==> config.mk <==
export PLATFORM = sky130hd
export DESIGN_NAME = ttw_mem_arb_flat
export DESIGN_NICKNAME = d
export VERILOG_FILES = /design/src/rtl/ttw_mem_arb_pkg.sv /design/src/rtl/ttw_mem_arb_if.sv /design/src/rtl/ttw_mem_arb_rr_pick.sv /design/src/rtl/ttw_mem_arb.sv /design/src/flat_wrapper.sv
export SDC_FILE = /design/constraint.sdc
export NUM_CORES = 1
export LEC_CHECK = 0
export BUFFER_PORTS_ARGS = -buffer_cell sky130_fd_sc_hd__buf_2
export CAP_MARGIN = 20
export CORE_AREA = 2 2 515 517
export CTS_CLUSTER_SIZE = 20
export DETAILED_ROUTE_END_ITERATION = 8
export DIE_AREA = 0 0 517 519
export PLACE_DENSITY = 0.35
export SYNTH_ARGS = -nofsm -noshare
export SYNTH_HDL_FRONTEND = slang
export SYNTH_SLANG_ARGS = --single-unit
==> constraint.sdc <==
create_clock -name clock -period 3.5 [get_ports clock]
set_input_delay 0.35 -clock clock [delete_from_list [all_inputs] [get_ports clock]]
set_output_delay 0.35 -clock clock [all_outputs]
set_load 0.005 [all_outputs]
==> src/rtl/ttw_mem_arb_pkg.sv <==
// ttw_mem_arb shared types.
// Tag, line-number and per-requester state definitions.
package ttw_mem_arb_pkg;

    localparam int N_REQ  = 4;
    localparam int IDX_W  = $clog2(N_REQ);
    localparam int MCN_W  = 58;
    localparam int LINE_W = 512;

    typedef logic [IDX_W-1:0]  ttw_t;
    typedef logic [MCN_W-1:0]  mcn_t;
    typedef logic [LINE_W-1:0] line_t;

    typedef enum logic [1:0] {
        IDLE,
        PEND,
        WAIT,
        DROP
    } rq_state_e;

endpackage

==> src/rtl/ttw_mem_arb_if.sv <==
// ttw_mem_arb bus bundle.
// master = arbiter side, slave = walkers plus memory side.
interface ttw_mem_arb_if
    import ttw_mem_arb_pkg::*;
#(
    parameter int N = N_REQ
);

    logic [N-1:0]       req_i_valid;
    logic [N-1:0]       req_i_ready;
    logic [N*MCN_W-1:0] req_i_mcn;
    logic [N-1:0]       res_o_valid;
    line_t              res_o_data;
    logic [N-1:0]       kill_i;
    logic               busy_o;

    logic               mem_req_o_valid;
    logic               mem_req_o_ready;
    ttw_t               mem_req_o_bits_idx;
    mcn_t               mem_req_o_bits_mcn;

    logic               mem_res_i_valid;
    logic               mem_res_i_ready;
    ttw_t               mem_res_i_bits_idx;
    line_t              mem_res_i_bits_data;

    modport master (
        input  req_i_valid,
        input  req_i_mcn,
        input  kill_i,
        input  mem_req_o_ready,
        input  mem_res_i_valid,
        input  mem_res_i_bits_idx,
        input  mem_res_i_bits_data,
        output req_i_ready,
        output res_o_valid,
        output res_o_data,
        output busy_o,
        output mem_req_o_valid,
        output mem_req_o_bits_idx,
        output mem_req_o_bits_mcn,
        output mem_res_i_ready
    );

    modport slave (
        output req_i_valid,
        output req_i_mcn,
        output kill_i,
        output mem_req_o_ready,
        output mem_res_i_valid,
        output mem_res_i_bits_idx,
        output mem_res_i_bits_data,
        input  req_i_ready,
        input  res_o_valid,
        input  res_o_data,
        input  busy_o,
        input  mem_req_o_valid,
        input  mem_req_o_bits_idx,
        input  mem_req_o_bits_mcn,
        input  mem_res_i_ready
    );

endinterface

==> src/rtl/ttw_mem_arb_rr_pick.sv <==
// Round-robin pick: first set request at or after ptr.
// Purely combinational; the pointer lives in the parent.
module ttw_mem_arb_rr_pick
    import ttw_mem_arb_pkg::*;
#(
    parameter int N = N_REQ
) (
    input  logic [N-1:0] req,
    input  ttw_t         ptr,
    output logic [N-1:0] gnt,
    output logic         any
);

    ttw_t j;

    // Scan from ptr upward with wrap; the first hit wins
    always_comb begin
        gnt = '0;
        j   = '0;
        for (int k = 0; k < N; k++) begin
            j = IDX_W'((int'(ptr) + k) % N);
            if (req[j] && (gnt == '0)) begin
                gnt[j] = 1'b1;
            end
        end
    end

    assign any = |gnt;

endmodule

==> src/rtl/ttw_mem_arb.sv <==
// Round-robin arbiter for the table-walker memory channel.
// One outstanding line read per requester, responses routed by tag.
module ttw_mem_arb
    import ttw_mem_arb_pkg::*;
#(
    parameter int N = N_REQ
) (
    input  logic          clock,
    input  logic          reset,
    ttw_mem_arb_if.master bus
);

    rq_state_e    state_q [N];
    rq_state_e    state_d [N];
    ttw_t         ptr_q, ptr_d;
    logic         buf_vld_q, buf_vld_d;
    ttw_t         buf_idx_q, buf_idx_d;
    mcn_t         buf_mcn_q, buf_mcn_d;
    logic [N-1:0] res_vld_q, res_vld_d;
    line_t        res_data_q, res_data_d;

    logic         req_fire;
    logic         res_fire;
    logic         buf_free;
    logic         any_gnt;
    logic [N-1:0] elig;
    logic [N-1:0] gnt;
    logic [N-1:0] req_hit;
    logic [N-1:0] res_hit;
    logic [N-1:0] not_idle;
    ttw_t         win;

    assign req_fire = buf_vld_q & bus.mem_req_o_ready;
    assign res_fire = bus.mem_res_i_valid;
    assign buf_free = ~buf_vld_q | req_fire;

    // Per-requester eligibility and event decode; no grant during reset
    always_comb begin
        elig     = '0;
        req_hit  = '0;
        res_hit  = '0;
        not_idle = '0;
        for (int i = 0; i < N; i++) begin
            elig[i]     = bus.req_i_valid[i] & ~bus.kill_i[i]
                        & (state_q[i] == IDLE) & buf_free & reset;
            req_hit[i]  = req_fire & (buf_idx_q == IDX_W'(i));
            res_hit[i]  = res_fire
                        & (bus.mem_res_i_bits_idx == IDX_W'(i));
            not_idle[i] = (state_q[i] != IDLE);
        end
    end

    ttw_mem_arb_rr_pick #(
        .N (N)
    ) u_pick (
        .req (elig),
        .ptr (ptr_q),
        .gnt (gnt),
        .any (any_gnt)
    );

    // One-hot grant to winner index
    always_comb begin
        win = '0;
        for (int i = 0; i < N; i++) begin
            if (gnt[i]) begin
                win = IDX_W'(i);
            end
        end
    end

    // Output buffer load/drain and pointer advance
    always_comb begin
        buf_vld_d = buf_vld_q;
        buf_idx_d = buf_idx_q;
        buf_mcn_d = buf_mcn_q;
        ptr_d     = ptr_q;
        if (any_gnt) begin
            buf_vld_d = 1'b1;
            buf_idx_d = win;
            buf_mcn_d = bus.req_i_mcn[int'(win)*MCN_W +: MCN_W];
            ptr_d     = (win == IDX_W'(N - 1)) ? '0 : win + 1'b1;
        end else if (req_fire) begin
            buf_vld_d = 1'b0;
        end
    end

    // Requester state transitions and response routing
    always_comb begin
        state_d    = state_q;
        res_vld_d  = '0;
        res_data_d = res_data_q;
        for (int i = 0; i < N; i++) begin
            unique case (state_q[i])
                IDLE: begin
                    if (gnt[i]) begin
                        state_d[i] = PEND;
                    end
                end
                PEND: begin
                    if (bus.kill_i[i]) begin
                        state_d[i] = DROP;
                    end else if (req_hit[i]) begin
                        state_d[i] = WAIT;
                    end
                end
                WAIT: begin
                    if (res_hit[i]) begin
                        state_d[i] = IDLE;
                        if (!bus.kill_i[i]) begin
                            res_vld_d[i] = 1'b1;
                            res_data_d   = bus.mem_res_i_bits_data;
                        end
                    end else if (bus.kill_i[i]) begin
                        state_d[i] = DROP;
                    end
                end
                DROP: begin
                    if (res_hit[i]) begin
                        state_d[i] = IDLE;
                    end
                end
            endcase
        end
    end

    // State, buffer and response registers
    always_ff @(posedge clock or negedge reset) begin
        if (!reset) begin
            for (int i = 0; i < N; i++) begin
                state_q[i] <= IDLE;
            end
            ptr_q      <= '0;
            buf_vld_q  <= 1'b0;
            buf_idx_q  <= '0;
            buf_mcn_q  <= '0;
            res_vld_q  <= '0;
            res_data_q <= '0;
        end else begin
            state_q    <= state_d;
            ptr_q      <= ptr_d;
            buf_vld_q  <= buf_vld_d;
            buf_idx_q  <= buf_idx_d;
            buf_mcn_q  <= buf_mcn_d;
            res_vld_q  <= res_vld_d;
            res_data_q <= res_data_d;
        end
    end

    assign bus.req_i_ready        = gnt;
    assign bus.res_o_valid        = res_vld_q;
    assign bus.res_o_data         = res_data_q;
    assign bus.busy_o             = |not_idle;
    assign bus.mem_req_o_valid    = buf_vld_q;
    assign bus.mem_req_o_bits_idx = buf_idx_q;
    assign bus.mem_req_o_bits_mcn = buf_mcn_q;
    assign bus.mem_res_i_ready    = 1'b1;

    // A response may only target a requester with a line in flight
    a_res_tag : assert property (
        @(posedge clock) disable iff (!reset)
        res_fire |-> (state_q[bus.mem_res_i_bits_idx] inside {WAIT, DROP})
    );

endmodule

==> src/flat_wrapper.sv <==
// flat-port wrapper written by rule: the top's interface ports become plain ports
module ttw_mem_arb_flat import ttw_mem_arb_pkg::*;
#(
    parameter int N = N_REQ
)
  (clock, reset, bus_req_i_valid, bus_req_i_mcn, bus_kill_i, bus_mem_req_o_ready, bus_mem_res_i_valid, bus_mem_res_i_bits_idx, bus_mem_res_i_bits_data, bus_req_i_ready, bus_res_o_valid, bus_res_o_data, bus_busy_o, bus_mem_req_o_valid, bus_mem_req_o_bits_idx, bus_mem_req_o_bits_mcn, bus_mem_res_i_ready);
  ttw_mem_arb_if #(.N(N)) bus_i ();
  input  logic clock;
  input  logic reset;
  input wire logic [$bits(bus_i.req_i_valid)-1:0] bus_req_i_valid;
  input wire logic [$bits(bus_i.req_i_mcn)-1:0] bus_req_i_mcn;
  input wire logic [$bits(bus_i.kill_i)-1:0] bus_kill_i;
  input wire logic [$bits(bus_i.mem_req_o_ready)-1:0] bus_mem_req_o_ready;
  input wire logic [$bits(bus_i.mem_res_i_valid)-1:0] bus_mem_res_i_valid;
  input wire logic [$bits(bus_i.mem_res_i_bits_idx)-1:0] bus_mem_res_i_bits_idx;
  input wire logic [$bits(bus_i.mem_res_i_bits_data)-1:0] bus_mem_res_i_bits_data;
  output wire logic [$bits(bus_i.req_i_ready)-1:0] bus_req_i_ready;
  output wire logic [$bits(bus_i.res_o_valid)-1:0] bus_res_o_valid;
  output wire logic [$bits(bus_i.res_o_data)-1:0] bus_res_o_data;
  output wire logic [$bits(bus_i.busy_o)-1:0] bus_busy_o;
  output wire logic [$bits(bus_i.mem_req_o_valid)-1:0] bus_mem_req_o_valid;
  output wire logic [$bits(bus_i.mem_req_o_bits_idx)-1:0] bus_mem_req_o_bits_idx;
  output wire logic [$bits(bus_i.mem_req_o_bits_mcn)-1:0] bus_mem_req_o_bits_mcn;
  output wire logic [$bits(bus_i.mem_res_i_ready)-1:0] bus_mem_res_i_ready;
  assign bus_i.req_i_valid = bus_req_i_valid;
  assign bus_i.req_i_mcn = bus_req_i_mcn;
  assign bus_i.kill_i = bus_kill_i;
  assign bus_i.mem_req_o_ready = bus_mem_req_o_ready;
  assign bus_i.mem_res_i_valid = bus_mem_res_i_valid;
  assign bus_i.mem_res_i_bits_idx = bus_mem_res_i_bits_idx;
  assign bus_i.mem_res_i_bits_data = bus_mem_res_i_bits_data;
  assign bus_req_i_ready = bus_i.req_i_ready;
  assign bus_res_o_valid = bus_i.res_o_valid;
  assign bus_res_o_data = bus_i.res_o_data;
  assign bus_busy_o = bus_i.busy_o;
  assign bus_mem_req_o_valid = bus_i.mem_req_o_valid;
  assign bus_mem_req_o_bits_idx = bus_i.mem_req_o_bits_idx;
  assign bus_mem_req_o_bits_mcn = bus_i.mem_req_o_bits_mcn;
  assign bus_mem_res_i_ready = bus_i.mem_res_i_ready;
  ttw_mem_arb #(.N(N)) u_core (.clock(clock), .reset(reset), .bus(bus_i));
endmodule
==> metrics.txt, run 1 <==
die height 519 µm; relative slew slack 33.8%; crit end category output port; core box area 263000 µm²; Non-Filler Instances 7314; TritonCTS clock tree yes; CTS Root Cell clkbuf_16; Longest Clk Path Bufs 3; vias in the first global route 24.4k; Yosys cell types 51; Final Max Slew Viols 0; Power Internal 21.3 mW; peak supply drop 0.332 mV; drt via density 3.08; Initial Util 9.07%; GPL Wtd Cong 0.834; Comb power frac 37.4%; DR vias 22.5k; CP startpoint kind flop; Num CTS Buffers 82; First DRT Iteration DRCs 754; Worst-path clk slew 60 ps; unrepaired setup endpoints after global routing yes; Synth Instances 1648; pwr dens 738 nW/µm²; NetSw 11.9 mW; FP Rows 189; Final Power 33.2 mW; worst path required time 3150 ps; syn nets 2414; CP arrival 3060 ps; clk sinks 587; Reg power frac 36.3%; largest net degree at the start of global routing 126; post-route minimum period 3410 ps; H-tree levels 3; classification of the worst setup path flop to output port; per-cell routed wire length 21.8 µm; skew final 47.9 ps; largest fanout on the critical path 6; Leak 20.7 nW; GRT Residual Overflow 0; Post-synth EDFFs 0; Final HPWL DP 130000 µm; DRT Wirelength 160000 µm; asr flop ratio synth 100%; slew at the pin closest to its max-slew limit 993 ps; GR Util All Layers 11.4%; Final setup violation count 0; Yosys warnings 0; Seq cells post-synth 587; Pre-Repair DR Iteration Count 4; initial antenna violation count 57; Hold Vio Cnt, Final 0; Die W 517 µm; Switching Fraction 35.9%; Clock power frac 26.3%; Min-Delay Path Class input port to flop; Clk Latency, worst-skew pair 700 ps; Detail Route Antenna Nets 0; status complete, no violations; Synth-to-Final Area Change 88.4%; Avg Cell Area, Syn 14.5 µm²; Fmax achieved 0.293 GHz; Tcrit/Tclk final 97.6%; fill count 29.4k; Mapped Area 23900 µm²; drc violations 0; I/O Buffers 1339; layout cells sized above 1 56.4%; area of the die 268000 µm²; Total Nets Final 4471; ys flop type dfrtp_1; # IOs 1341; first-pass GRT wire length 208000 µm; sequential fraction of the synthesis area 61.5%; dpl cells 6480; Max Cap Violations 0
## power groups by stage
stage          Clock, mW  Combinational, mW  Sequential [mW]
3_5_place_dp           0               11.9             12.2
4_1_cts             9.11               12.8             12.1
2_1_floorplan          0               4.08             12.1
5_1_grt             9.37               13.7             12.5
3_3_place_gp           0               12.0             12.1
6_report            8.74               12.4             12.1
## placed cells by master, fill, tap and decap left out, types with 4 or more instances in the layout
cell type	instances
bufinv_16	7
mux2_2	516
a22o_1	10
nor2_1	68
a31oi_1	49
nand3_1	9
a211oi_1	4
nand2b_1	4
inv_1	9
buf_6	6
clkinv_2	7
inv_2	4
dfrtp_2	7
clkinv_16	4
o21ai_0	11
clkbuf_8	8
dlygate4sd3_1	632
a2bb2oi_1	46
nand2_1	65
dfrtp_1	580
buf_12	18
nor3_1	7
buf_2	1335
diode_2	16
clkbuf_16	85
nor4b_4	4
buf_4	76
ha_1	6
mux2i_1	62
o22a_1	10
clkbuf_1	26
a21oi_1	15
## cells in the mapped netlist (all sizes together), types with 3 or more instances
master | number | area (µm²)
a2bb2oi | 47 | 412
ha | 8 | 100
inv | 14 | 52.6
buf | 23 | 148
o211ai | 3 | 22.5
a22o | 11 | 96.3
o22a | 11 | 96.3
nand3 | 9 | 45.0
nor2b | 3 | 18.8
a31oi | 50 | 313
nand3b | 3 | 22.5
o22ai | 3 | 18.8
o221ai | 4 | 41.3
clkbuf | 78 | 293
nand2b | 5 | 31.3
a21o | 3 | 22.5
o21ai | 13 | 65.1
mux2 | 516 | 5810
a21oi | 19 | 106
mux2i | 64 | 641
nor4b | 4 | 95.1
a211oi | 4 | 30.0
dfrtp | 587 | 14700
a22oi | 3 | 27.5
nand2 | 65 | 244
nor2 | 69 | 259
nor3 | 7 | 35.0
## state kept, by name, summed over array words and instances, names as in the netlist
name and flops:
u_core.bus.mem_req_o_bits_mcn 58, u_core.bus.res_o_valid 4, u_core.bus.mem_req_o_bits_idx 2, u_core.ptr_q 2
u_core.bus.mem_req_o_valid 1, u_core.state_q 8, u_core.bus.res_o_data 512
## critical path, cell delays in order (launching register included)
cell and delay (ps):
dfrtp_2 450, nor4b_4 250, buf_4 170, mux2i_1 80
o22ai_2 270, buf_4 170, o2111ai_2 80, o211ai_1 170
buf_4 180, buf_4 110, inv_1 60, a31o_4 260
buf_6 120
## cell type report
cell class	instances	area [µm²]	area share (%)
Sequential cell	587	14700	32.6
Timing Repair Buffer	2074	14200	31.5
Multi-Input combinational cell	946	8870	19.7
Tap cell	3533	4420	9.82
Clock buffer	117	2280	5.07
Clock inverter	27	459	1.02
Inverter	14	60.1	0.133
Antenna cell	16	40.0	0.0889
## path summary, 6_finish.rpt
path / start / endpoint / slack, ps / cells after the start
worst max-delay path: u_core.state_q[5] / bus_req_i_ready[2] / 90 / 12
worst min-delay path: bus_req_i_mcn[211] / u_core.bus.mem_req_o_bits_mcn[37] / 80 / 3
worst max register to register: u_core.ptr_q[0] / u_core.bus.mem_req_o_bits_mcn[44] / 110 / 13
worst min register to register: u_core.bus.res_o_data[108] / u_core.bus.res_o_data[108] / 500 / 1
max in group asynchronous: reset / u_core.bus.mem_req_o_bits_mcn[3] / 2120 / 4
min in group asynchronous: reset / u_core.bus.res_o_data[427] / 120 / 3
## metal layers
metal | GRT usage, % | wire length, µm | vias to the layer above
met5 | 0 | 149 | -
met4 | 3.27 | 4660 | 24
met3 | 5.98 | 19600 | 225
met2 | 18.9 | 74200 | 1074
met1 | 12.4 | 60900 | 11100
li1 | - | - | 10100
## what timing repair did
action | in CTS | in global routing
setup endpoints to repair | 8 | 14
hold buffers | 630 | 2
endpoints found under the hold margin | 579 | 2
cloned | 3 | 2
setup buffers | 20 | 18
pin swaps | 15 | 18
resized for setup | 33 | 15
## metrics by stage
step	setup WS, ps	util [%]	TNS, ps	cell area (µm²)	hold WS, ps
CTS	-17.9	17.0	-17.9	44700	1.93
detailed placement	-71.3	13.4	-230	35300	489
global route	-101	17.1	-281	45000	10.2
finish	85.6	17.1	0	45000	77.8
global placement	-38.7	13.4	-103	35300	484
floorplan	142	-	0	23900	54.4
## cell families after synthesis
kind of cell	after synthesis	synth area share [%]
and+or+nand+nor	176	3.46
adders and majority gates	8	0.419
muxes	580	27.0
other	1	0.0157
AOI/OAI and AO/OA	181	5.59
buffers and inverters	115	2.06
DFF	587	61.5
No activity file was read; power rests on OpenSTA's default activity.
==> inputs of run 2 (changes only) <==
--- a/config.mk
+++ b/config.mk
@@ -11,7 +11,7 @@
 export CTS_CLUSTER_SIZE = 20
 export DETAILED_ROUTE_END_ITERATION = 8
 export DIE_AREA = 0 0 517 519
-export PLACE_DENSITY = 0.35
+export PLACE_DENSITY_LB_ADDON = 0.15
 export SYNTH_ARGS = -nofsm -noshare
 export SYNTH_HDL_FRONTEND = slang
 export SYNTH_SLANG_ARGS = --single-unit
==> run 2 against run 1 <==
Compared with the run above:
- die area unchanged
- count of clock-buffer cells in the layout is 4 higher
- first-iteration DRC count is 8.0% lower
- combinational power is essentially flat
- non-clock buffer count grew 9
- routed wire length is 0.32% higher
- via count down 0.77%
- highest routed layer unchanged
==> metrics.txt, run 2 (synthesized netlist as in run 1, its figures left out) <==
Multi-input gate area 8890 µm² (+0.30%); GR peak layer met2; core box area 263000 µm² (unchanged); CP startpoint kind flop; classification of the worst setup path flop to output port; H-tree levels 3 (unchanged); Pre-Repair DR Iteration Count 5 (+1); dpl cells 6509 (+0.45%); Final HPWL DP 132000 µm (+1.1%); Final Util 17.2% (+0.062 points); hold_sp bus_req_i_mcn[167]; Reg power frac 35.9% (-0.4 points); First DRT Iteration DRCs 694 (-8.0%); most common cell after layout, fill and taps aside buf_2; Hold Vio Cnt, Final 0 (unchanged); crit-path most repeated cell buf_6; Leak 20.7 nW (+0.40%); post-route minimum period 3410 ps (-1.73 ps); pwr dens 737 nW/µm² (-0.14%); Num CTS Buffers 86 (+4.9%); unrepaired setup endpoints after global routing yes; Final Max Slew Viols 0 (unchanged); slew at the pin closest to its max-slew limit 904 ps (-89.4 ps); DR vias 22.3k (-0.77%); final instance area 45200 µm² (+0.36%); per-cell routed wire length 21.9 µm (+0.19%); Synth-to-Final Area Change 89.1%; I/O Buffers 1339 (unchanged); initial antenna violation count 47 (-18%); crit end category output port; Worst Setup SP u_core.state_q[2]; Die W 517 µm (unchanged); layout cells sized above 1 56.6% (+0.17 points); largest net degree at the start of global routing 115 (-8.7%); placed inst area 35600 µm² (+0.91%); status complete, no violations; largest fanout on the critical path 6 (unchanged); clk sinks 587 (unchanged); Register Area 14700 µm² (about the same); max FFs per register 512 (unchanged); Comb power frac 37.4% (about the same); skew final 33.3 ps (-14.6 ps); most frequent cells in the layout 1335 x buf_2, 637 x dlygate4sd3_1, 585 x dfrtp_1; TritonCTS clock tree yes; global routing usage on met2 19.3% (+0.41 points); relative slew slack 39.7% (+6.0 points); DRT Wirelength 160000 µm (+0.32%); die height 519 µm (unchanged); Switching Fraction 35.9% (-0.051 points); FP Rows 189 (unchanged); cell chain of the critical path nor4b_4 > buf_4 > mux2i_1 > o22a_2 > o2111ai_2 > o211ai_1 > or2_4 > o31ai_4 > buf_6 > buf_6; Clk Latency, worst-skew pair 720 ps (+20 ps); NetSw 11.9 mW (about the same); Worst-path clk slew 60 ps (about the same); worst path required time 3150 ps (about the same); Total Nets Final 4484 (+0.29%); GR Util All Layers 11.5% (+0.15 points); Final setup violation count 0 (unchanged); reg-to-reg slack, setup 210 ps (+100 ps); Worst R2R Start u_core.state_q[2]; drt via density 3.05 (-0.91%); Fmax achieved 0.293 GHz (about the same); Longest Clk Path Bufs 3 (unchanged); fill count 29.6k (+0.59%); first-pass GRT wire length 212000 µm (+1.8%); slowest stage cell, crit path dfrtp_1; GPL Wtd Cong 0.830 (-0.44%); vias in the first global route 24.4k (-0.094%); # IOs 1341 (unchanged); Initial Util 9.07% (unchanged); Min-Delay Path Class input port to flop; peak supply drop 0.376 mV (+13%); CP arrival 3060 ps (about the same); area of the die 268000 µm² (unchanged); Global Route met1 Usage 12.3% (-0.11 points); Non-Filler Instances 7324 (+0.14%); Tcrit/Tclk final 97.5% (about the same); Power Internal 21.3 mW (+0.30%); Detail Route Antenna Nets 0 (unchanged); GRT Residual Overflow 0 (unchanged); Max Cap Violations 0 (unchanged); drc violations 0 (unchanged); max incr delay on CP 410 ps (-40 ps); GR Layer Usage met3 6.42% (+0.45 points); Clock power frac 26.7% (+0.4 points); CTS Root Cell clkbuf_16
run 2: power groups by stage:
stage	Sequential, mW	Clock, mW	Combinational [mW]
after global placement	12.1	0	12.2
after floorplan	12.1	0	4.08
after global routing	12.4	9.59	13.8
after detailed placement	12.1	0	12.1
final	12.0	8.88	12.5
after CTS	12.0	9.38	12.9
run 2: layout make-up:
| class | instances | area share [%] |
|---|---|---|
| antenna | 11 | 0.0609 |
| tap | 3533 | 9.78 |
| sequential | 587 | 32.5 |
| multi-input combinational | 946 | 19.7 |
| inverter | 14 | 0.127 |
| clock buffer | 121 | 5.46 |
| clock inverter | 29 | 0.739 |
| timing repair buffer | 2083 | 31.6 |
run 2: repair_timing:
item / in CTS / in global routing
pin swaps: 17 / 11
endpoints found under the setup margin: 4 / 9
hold buffers: 637 / 0
gates resized for setup: 36 / 15
setup buffers: 14 / 6
endpoints found under the hold margin: 588 / 0
run 2: path summary, 6_finish.rpt:
| kind | endpoint | cells past startpoint |
|---|---|---|
| setup / recovery | bus_req_i_ready[0] | 10 |
| hold / removal | u_core.bus.mem_req_o_bits_mcn[51] | 3 |
| setup reg to reg | u_core.bus.mem_req_o_bits_mcn[17] | 15 |
| hold reg to reg | u_core.bus.res_o_data[210] | 1 |
| max in group asynchronous | u_core.state_q[5] | 5 |
| min in group asynchronous | u_core.bus.res_o_data[318] | 3 |
run 2: worst max-delay path, delay by kind of cell, from the launching register on:
family	cells	cell delay [ps]
DFF	1	410
muxes	1	70
AOI/OAI and AO/OA	4	870
and+or+nand+nor	2	580
buffers and inverters	3	430
run 2: stage by stage:
step | setup TNS, ps | hold slack (ps) | worst slack, ps | power, mW
global placement | 0 | 478 | 73.2 | 24.2
finish | 0 | 77.8 | 87.3 | 33.3
CTS | -265 | 1.00 | -95.9 | 34.3
detailed placement | 0 | 471 | 58.9 | 24.2
floorplan | 0 | 54.4 | 142 | 16.2
global route | -516 | 42.8 | -135 | 35.8
run 2: per-layer routing:
| layer | wire length [µm] | part of all wire (%) |
|---|---|---|
| met1 | 59700 | 37 |
| met2 | 75600 | 47 |
| met3 | 20400 | 13 |
| met4 | 4250 | 2.7 |
| met5 | 126 | 0.079 |
